`src/rtl/text_overlay_pkg.sv`:
```
// Shared constants and state type for the text overlay sequencer.
package text_overlay_pkg;

  localparam int CELL_W  = 6;
  localparam int CELL_H  = 8;
  localparam int GLYPH_W = 5;

  localparam logic [7:0] SPACE_CHAR = 8'd32;

  typedef enum logic {
    IDLE,
    CLEAR
  } state_t;

endpackage

```
`src/rtl/text_overlay_ctrl_text_buffer.sv`:
```
// Character buffer: write port, hardware clear FSM, async read port.
module text_buffer
  import text_overlay_pkg::*;
#(
  parameter int COLS = 16,
  parameter int ROWS = 4
) (
  input  logic                    clk,
  input  logic                    rst_n,
  input  logic                    wr_en,
  input  logic [$clog2(COLS)-1:0] wr_col,
  input  logic [$clog2(ROWS)-1:0] wr_row,
  input  logic [7:0]              wr_char,
  input  logic                    clr,
  output logic                    busy,
  input  logic [$clog2(COLS)-1:0] rd_col,
  input  logic [$clog2(ROWS)-1:0] rd_row,
  output logic [7:0]              rd_char
);

  localparam int CW = $clog2(COLS);
  localparam int RW = $clog2(ROWS);
  localparam int N  = COLS * ROWS;
  localparam int AW = $clog2(N);

  localparam logic [CW:0]   COLS_L = (CW+1)'(COLS);
  localparam logic [RW:0]   ROWS_L = (RW+1)'(ROWS);
  localparam logic [AW-1:0] LAST   = AW'(N - 1);

  logic [7:0]    mem [N];
  state_t        state, state_n;
  logic [AW-1:0] idx, idx_n;
  logic          we;
  logic [AW-1:0] waddr;
  logic [7:0]    wdata;
  logic          wr_ok;
  logic [AW-1:0] wr_addr;
  logic [AW-1:0] rd_addr;

  assign wr_ok = ({1'b0, wr_col} < COLS_L) &&
                 ({1'b0, wr_row} < ROWS_L);
  assign wr_addr = AW'(wr_row) * AW'(COLS) + AW'(wr_col);
  assign rd_addr = AW'(rd_row) * AW'(COLS) + AW'(rd_col);

  assign busy    = (state == CLEAR);
  assign rd_char = mem[rd_addr];

  always_ff @(posedge clk or negedge rst_n) begin
    if (!rst_n) begin
      state <= IDLE;
      idx   <= '0;
    end else begin
      state <= state_n;
      idx   <= idx_n;
    end
  end

  // clr has priority over a same-cycle write; writes never land mid-clear
  always_comb begin
    state_n = state;
    idx_n   = idx;
    we      = 1'b0;
    waddr   = wr_addr;
    wdata   = wr_char;
    unique case (state)
      IDLE: begin
        if (clr) begin
          state_n = CLEAR;
          idx_n   = '0;
        end else if (wr_en && wr_ok) begin
          we = 1'b1;
        end
      end
      CLEAR: begin
        we    = 1'b1;
        waddr = idx;
        wdata = SPACE_CHAR;
        if (clr) begin
          idx_n = '0;
        end else if (idx == LAST) begin
          state_n = IDLE;
          idx_n   = '0;
        end else begin
          idx_n = idx + 1'b1;
        end
      end
      default: state_n = IDLE;
    endcase
  end

  always_ff @(posedge clk or negedge rst_n) begin
    if (!rst_n) begin
      for (int i = 0; i < N; i++) mem[i] <= SPACE_CHAR;
    end else if (we) begin
      mem[waddr] <= wdata;
    end
  end

endmodule

```
`src/rtl/text_overlay_ctrl.sv`:
```
// Text overlay sequencer feeding a shared 5x8 glyph generator.
// Optional blinking cursor: define TEXT_CURSOR_EN.
module text_overlay_ctrl
  import text_overlay_pkg::*;
#(
  parameter int COLS     = 16,
  parameter int ROWS     = 4,
  parameter int ORIGIN_X = 64,
  parameter int ORIGIN_Y = 48
) (
  input  logic                    clk,
  input  logic                    rst_n,
  input  logic                    wr_en,
  input  logic [$clog2(COLS)-1:0] wr_col,
  input  logic [$clog2(ROWS)-1:0] wr_row,
  input  logic [7:0]              wr_char,
  input  logic                    clr,
  output logic                    busy,
  input  logic [10:0]             hcount,
  input  logic [10:0]             vcount,
  input  logic                    video_on,
`ifdef TEXT_CURSOR_EN
  input  logic [$clog2(COLS)-1:0] cur_col,
  input  logic [$clog2(ROWS)-1:0] cur_row,
`endif
  output logic [7:0]              char_sel,
  output logic [2:0]              glyph_x,
  output logic [2:0]              glyph_y,
  input  logic                    glyph_pixel,
  output logic                    pixel_out,
  output logic                    pixel_valid
);

  localparam int CW = $clog2(COLS);
  localparam int RW = $clog2(ROWS);

  localparam logic [10:0] X0 = 11'(ORIGIN_X);
  localparam logic [10:0] X1 = 11'(ORIGIN_X + CELL_W * COLS);
  localparam logic [10:0] Y0 = 11'(ORIGIN_Y);
  localparam logic [10:0] Y1 = 11'(ORIGIN_Y + CELL_H * ROWS);

  localparam logic [2:0] SUB_LAST = 3'(CELL_W - 1);
  localparam logic [2:0] GAP_SUB  = 3'(GLYPH_W);

  logic [2:0]    sub_q, sub_c;
  logic [CW-1:0] col_q, col_c;
  logic [10:0]   dy;
  logic [RW-1:0] row;
  logic          in_box, gap, show;
  logic [7:0]    rd_char;
  logic          in_box_q, gap_q, vid_q;
  logic          cur_inv;

  // counters restart at the box edge, so col/sub need no divider
  always_comb begin
    sub_c = sub_q;
    col_c = col_q;
    if (hcount == X0) begin
      sub_c = '0;
      col_c = '0;
    end
  end

  always_ff @(posedge clk or negedge rst_n) begin
    if (!rst_n) begin
      sub_q <= '0;
      col_q <= '0;
    end else if (sub_c == SUB_LAST) begin
      sub_q <= '0;
      col_q <= col_c + 1'b1;
    end else begin
      sub_q <= sub_c + 3'd1;
      col_q <= col_c;
    end
  end

  assign dy     = vcount - Y0;
  assign row    = RW'(dy >> 3);
  assign in_box = (hcount >= X0) && (hcount < X1) &&
                  (vcount >= Y0) && (vcount < Y1);
  assign gap    = (sub_c == GAP_SUB);
  assign show   = in_box && !gap;

  text_buffer #(
    .COLS (COLS),
    .ROWS (ROWS)
  ) u_buf (
    .clk     (clk),
    .rst_n   (rst_n),
    .wr_en   (wr_en),
    .wr_col  (wr_col),
    .wr_row  (wr_row),
    .wr_char (wr_char),
    .clr     (clr),
    .busy    (busy),
    .rd_col  (col_c),
    .rd_row  (row),
    .rd_char (rd_char)
  );

  always_ff @(posedge clk or negedge rst_n) begin
    if (!rst_n) begin
      char_sel <= SPACE_CHAR;
      glyph_x  <= '0;
      glyph_y  <= '0;
      in_box_q <= 1'b0;
      gap_q    <= 1'b0;
      vid_q    <= 1'b0;
    end else begin
      char_sel <= show ? rd_char : SPACE_CHAR;
      glyph_x  <= show ? sub_c : 3'd0;
      glyph_y  <= in_box ? 3'(dy) : 3'd0;
      in_box_q <= in_box;
      gap_q    <= gap;
      vid_q    <= video_on;
    end
  end

`ifdef TEXT_CURSOR_EN
  logic [5:0] frame_q;
  logic       cur_q;

  always_ff @(posedge clk or negedge rst_n) begin
    if (!rst_n) begin
      frame_q <= '0;
      cur_q   <= 1'b0;
    end else begin
      if (hcount == 11'd0 && vcount == 11'd0)
        frame_q <= frame_q + 6'd1;
      cur_q <= in_box && (col_c == cur_col) && (row == cur_row);
    end
  end

  assign cur_inv = cur_q & frame_q[5];
`else
  assign cur_inv = 1'b0;
`endif

  always_ff @(posedge clk or negedge rst_n) begin
    if (!rst_n) begin
      pixel_out   <= 1'b0;
      pixel_valid <= 1'b0;
    end else begin
      pixel_out   <= (in_box_q & ~gap_q & glyph_pixel) ^ cur_inv;
      pixel_valid <= vid_q;
    end
  end

endmodule

```
`config.mk`:
```
export PLATFORM = sky130hd
export DESIGN_NAME = text_overlay_ctrl
export DESIGN_NICKNAME = d
export VERILOG_FILES = /design/src/rtl/text_overlay_pkg.sv /design/src/rtl/text_overlay_ctrl_text_buffer.sv /design/src/rtl/text_overlay_ctrl.sv
export SDC_FILE = /design/constraint.sdc
export NUM_CORES = 1
export LEC_CHECK = 0
export BUFFER_PORTS_ARGS = -buffer_cell sky130_fd_sc_hd__buf_2
export CAP_MARGIN = 20
export CORE_AREA = 2 2 210 212
export DETAILED_ROUTE_END_ITERATION = 10
export DIE_AREA = 0 0 212 214
export GPL_ROUTABILITY_DRIVEN = 0
export HOLD_SLACK_MARGIN = 0.03
export PLACE_DENSITY = 0.76
export SETUP_SLACK_MARGIN = 0.05
export SLEW_MARGIN = 5
export SYNTH_ARGS = -nofsm -noshare
export SYNTH_HDL_FRONTEND = slang
export SYNTH_SLANG_ARGS = --single-unit
export TNS_END_PERCENT = 30
```
`constraint.sdc`:
```
create_clock -name clk -period 4.9 [get_ports clk]
set_input_delay 0.49 -clock clk [delete_from_list [all_inputs] [get_ports clk]]
set_output_delay 0.49 -clock clk [all_outputs]
set_load 0.01 [all_outputs]
```
==> results.md <==
- Status: finished clean
- Post-synth cell types: 73
- DRC Markers: 0
- Setup crit start kind: flip-flop
- Detailed Route Iter0 Violations: between 2000 and 2500
- RSZ-0062 raised after global routing: false
- Top cells by count, synth: dfrtp_1, mux2_2, nand2_1
- Root Buffer: clkbuf_16
- Clk slew on worst S/H paths: 60 ps
- Top-area cell type share of the netlist area: between 40% and 50%
- Most common cell in the netlist: dfrtp_1
- DR vias/cell: between 6 and 7
- First-pass GRT wire length: between 100000 and 150000 um
- Fin util: between 60% and 70%
- Max-cap viol count: 0
- Share of cells above drive strength 1: 31.5%
- Rel. slew slack: 21.2%
- Ranking of synthesized cells by area: dfrtp_1, mux2_2, dfstp_2
- Yosys reg bits: around 550
- Filler cell count: around 3200
- Hold WC Path Type: in -> async
- Critical Path AT: 3750 ps
- Setup CP Type: reg -> reg
- # hold bufs at CTS: 1
- DR WL/cell: about 26 um
- Largest net degree at the start of global routing: ~120
- Syn avg cell area: around 12 sq um
- Routed Antenna Nets: 0
- Final hold vios: 0
- CTS tree: built
- Starting Density: 59.4%
- Routed wire length: around 75000 um
- Via count: 18753
- Full die area: between 40000 and 50000 sq um
- Sequential cell area: ~14000 sq um
- Slew @ Worst Pin: ~1200 ps
- Worst path max stage delay: between 800 and 900 ps
- PostCTS Resize Cnt: 0
- Cts bufs inserted: 55
- Worst vdd rail ir drop: 0.000270 V
- Req. time, crit path: roughly 5400 ps
- Leakage power: approximately 13 nW
- Post-Route Skew: 30.6 ps
- Postcts setup bufs: 0
- Setup TNS Final: 0 ps
- Total global routing overflow: 0
- DP Area: around 26000 sq um
- FMAX: a little over 300 MHz
- Min Tclk post-route: between 3000 and 4000 ps
- Period Utilization, post-route: about two thirds
- Slew Limit Fails: 0
- Crit path max fanout: 31
- Area delta synth->final: 10.8%
- Post-route cell area: 28200 sq um
- FP Rows: between 70 and 80
- IO buf count: 58
- CTS max path bufs: 3
- H-tree depth: 2
- All-Layer GR Usage: about a third
- Nets@finish: around 2200
- Setup violators final: 0
- Core footprint: ~43000 sq um
- Syn_nets: ~2200
- Synth warnings: 0
- Dpl hpwl: between 40000 and 50000 um
- Chip Width: 212 um
- I/O pin count: 59
- Pwr dens: roughly 460 nW/um^2
- Share of flip-flops with an asynchronous set or reset: 100%
- Vias in the first global route: around 19000
- Predominant post-synthesis flop cell: dfrtp_1
- Critical path, cell by cell: buf_4 -> mux2_2 -> a221oi_1 -> o21ai_0 -> a311oi_1 -> o311ai_2
- Multi-input combinational cell area: approximately 11000 sq um
- Slowest-stage cell, CP: dfrtp_4
- Die Y: roughly 210 um
- DRT Pass-1 Iters: 6
- Initial antenna violation count: 0
- Clk sinks: between 500 and 600
- Cell area after synthesis: 25500 sq um
- Final Worst Setup Slack: 1660 ps
- Clk_lat worst skew: roughly 630 ps
- EDFF count, synth: 0
- Synth Instances: 2200
- Antenna fix cells: 0
- Pre-CTS setup slack: 1640 ps
- Cell taking the most area after synthesis: dfrtp_1
- Sequential area share after synthesis: between 50% and 60%
- Crit end category: flip-flop
==> layout make-up <==
class,count,share of cell area [%]
Clock inverter,16,0.656
Timing Repair Buffer,95,2.41
Sequential cell,545,48.7
Inverter,17,0.226
Clock buffer,87,6.13
Tap cell,585,2.59
Multi-Input combinational cell,1486,39.3
==> power breakdown <==
part	switching [mW]	total (mW)	internal, mW
logic	2.25	3.42	1.17
registers	0.315	5.04	4.73
clock network	1.80	4.42	2.62
total	4.37	12.9	8.52
==> worst max-delay path, delay by kind of cell, from the launching register on <==
kind / cells / cell delay (ps)
AOI/OAI and AO/OA: 4 / 1290
buffers and inverters: 1 / 560
DFF: 1 / 860
muxes: 1 / 400
==> per-stage QoR <==
step | total power [mW] | instances | hold WS, ps
global route | 13.2 | 2831 | 92.4
global placement | 8.35 | 2726 | 332
finish | 12.9 | 2831 | 23.3
CTS | 12.8 | 2830 | 39.2
floorplan | 7.20 | 2200 | 194
detailed placement | 8.39 | 2726 | 338
==> state kept, by name, summed over array words and instances, names as in the netlist <==
| name | cells |
|---|---|
| u_buf.mem | 512 |
| char_sel | 8 |
| u_buf.idx | 6 |
| col_q | 4 |
| glyph_x | 3 |
| glyph_y | 3 |
| sub_q | 3 |
| gap_q | 1 |
| in_box_q | 1 |
| pixel_out | 1 |
| pixel_valid | 1 |
| u_buf.busy | 1 |
| vid_q | 1 |
==> placed cells by master, fill, tap and decap left out, drive strengths merged, types with 13 or more instances in the layout <==
master	n
dfrtp	480
mux2	368
nand2	196
nor2	182
o21ai	162
mux2i	113
a21oi	108
buf	94
clkbuf	87
dfstp	65
a211oi	45
o22ai	31
nand3	30
o221ai	27
nand2b	26
nor3	22
a31oi	21
o211ai	19
nor2b	19
mux4	17
inv	15
a221oi	13
==> cell families (layout without fill, tap and decap cells) <==
kind of cell | Yosys count | in the layout | share of synthesized area (%)
buf+inv | 169 | 215 | 2.89
compound gates | 470 | 470 | 11.5
xor+xnor | 5 | 5 | 0.172
fa+ha+maj | 2 | 2 | 0.0982
mux | 498 | 498 | 22.2
flops | 545 | 545 | 53.9
simple gates | 511 | 511 | 9.25
==> worst paths after layout <==
check                      cells after the start  slack, ps      start             to
setup / recovery                               6       1660   col_q[0]    char_sel[5]
hold / removal                                 1         20      rst_n  u_buf.mem[10]
setup reg to reg                               6       1660   col_q[0]    char_sel[5]
max in group asynchronous                      2       3730      rst_n       col_q[2]
hold reg to reg                                0        350      vid_q    pixel_valid
min in group clk                               2         90  vcount[1]     glyph_y[1]
==> routing by layer <==
metal  vias to the layer above  wire length, um  GRT usage (%)  share of wire, %
met2                      1020            33400           49.8                45
met4                         0             4600           17.9               6.1
met1                      9538            30000           46.2                40
met5                         -                0              0                 0
met3                       279             6920           7.37               9.2
li1                       7916                -              -                 -
Power figures use the tool's default switching activity.
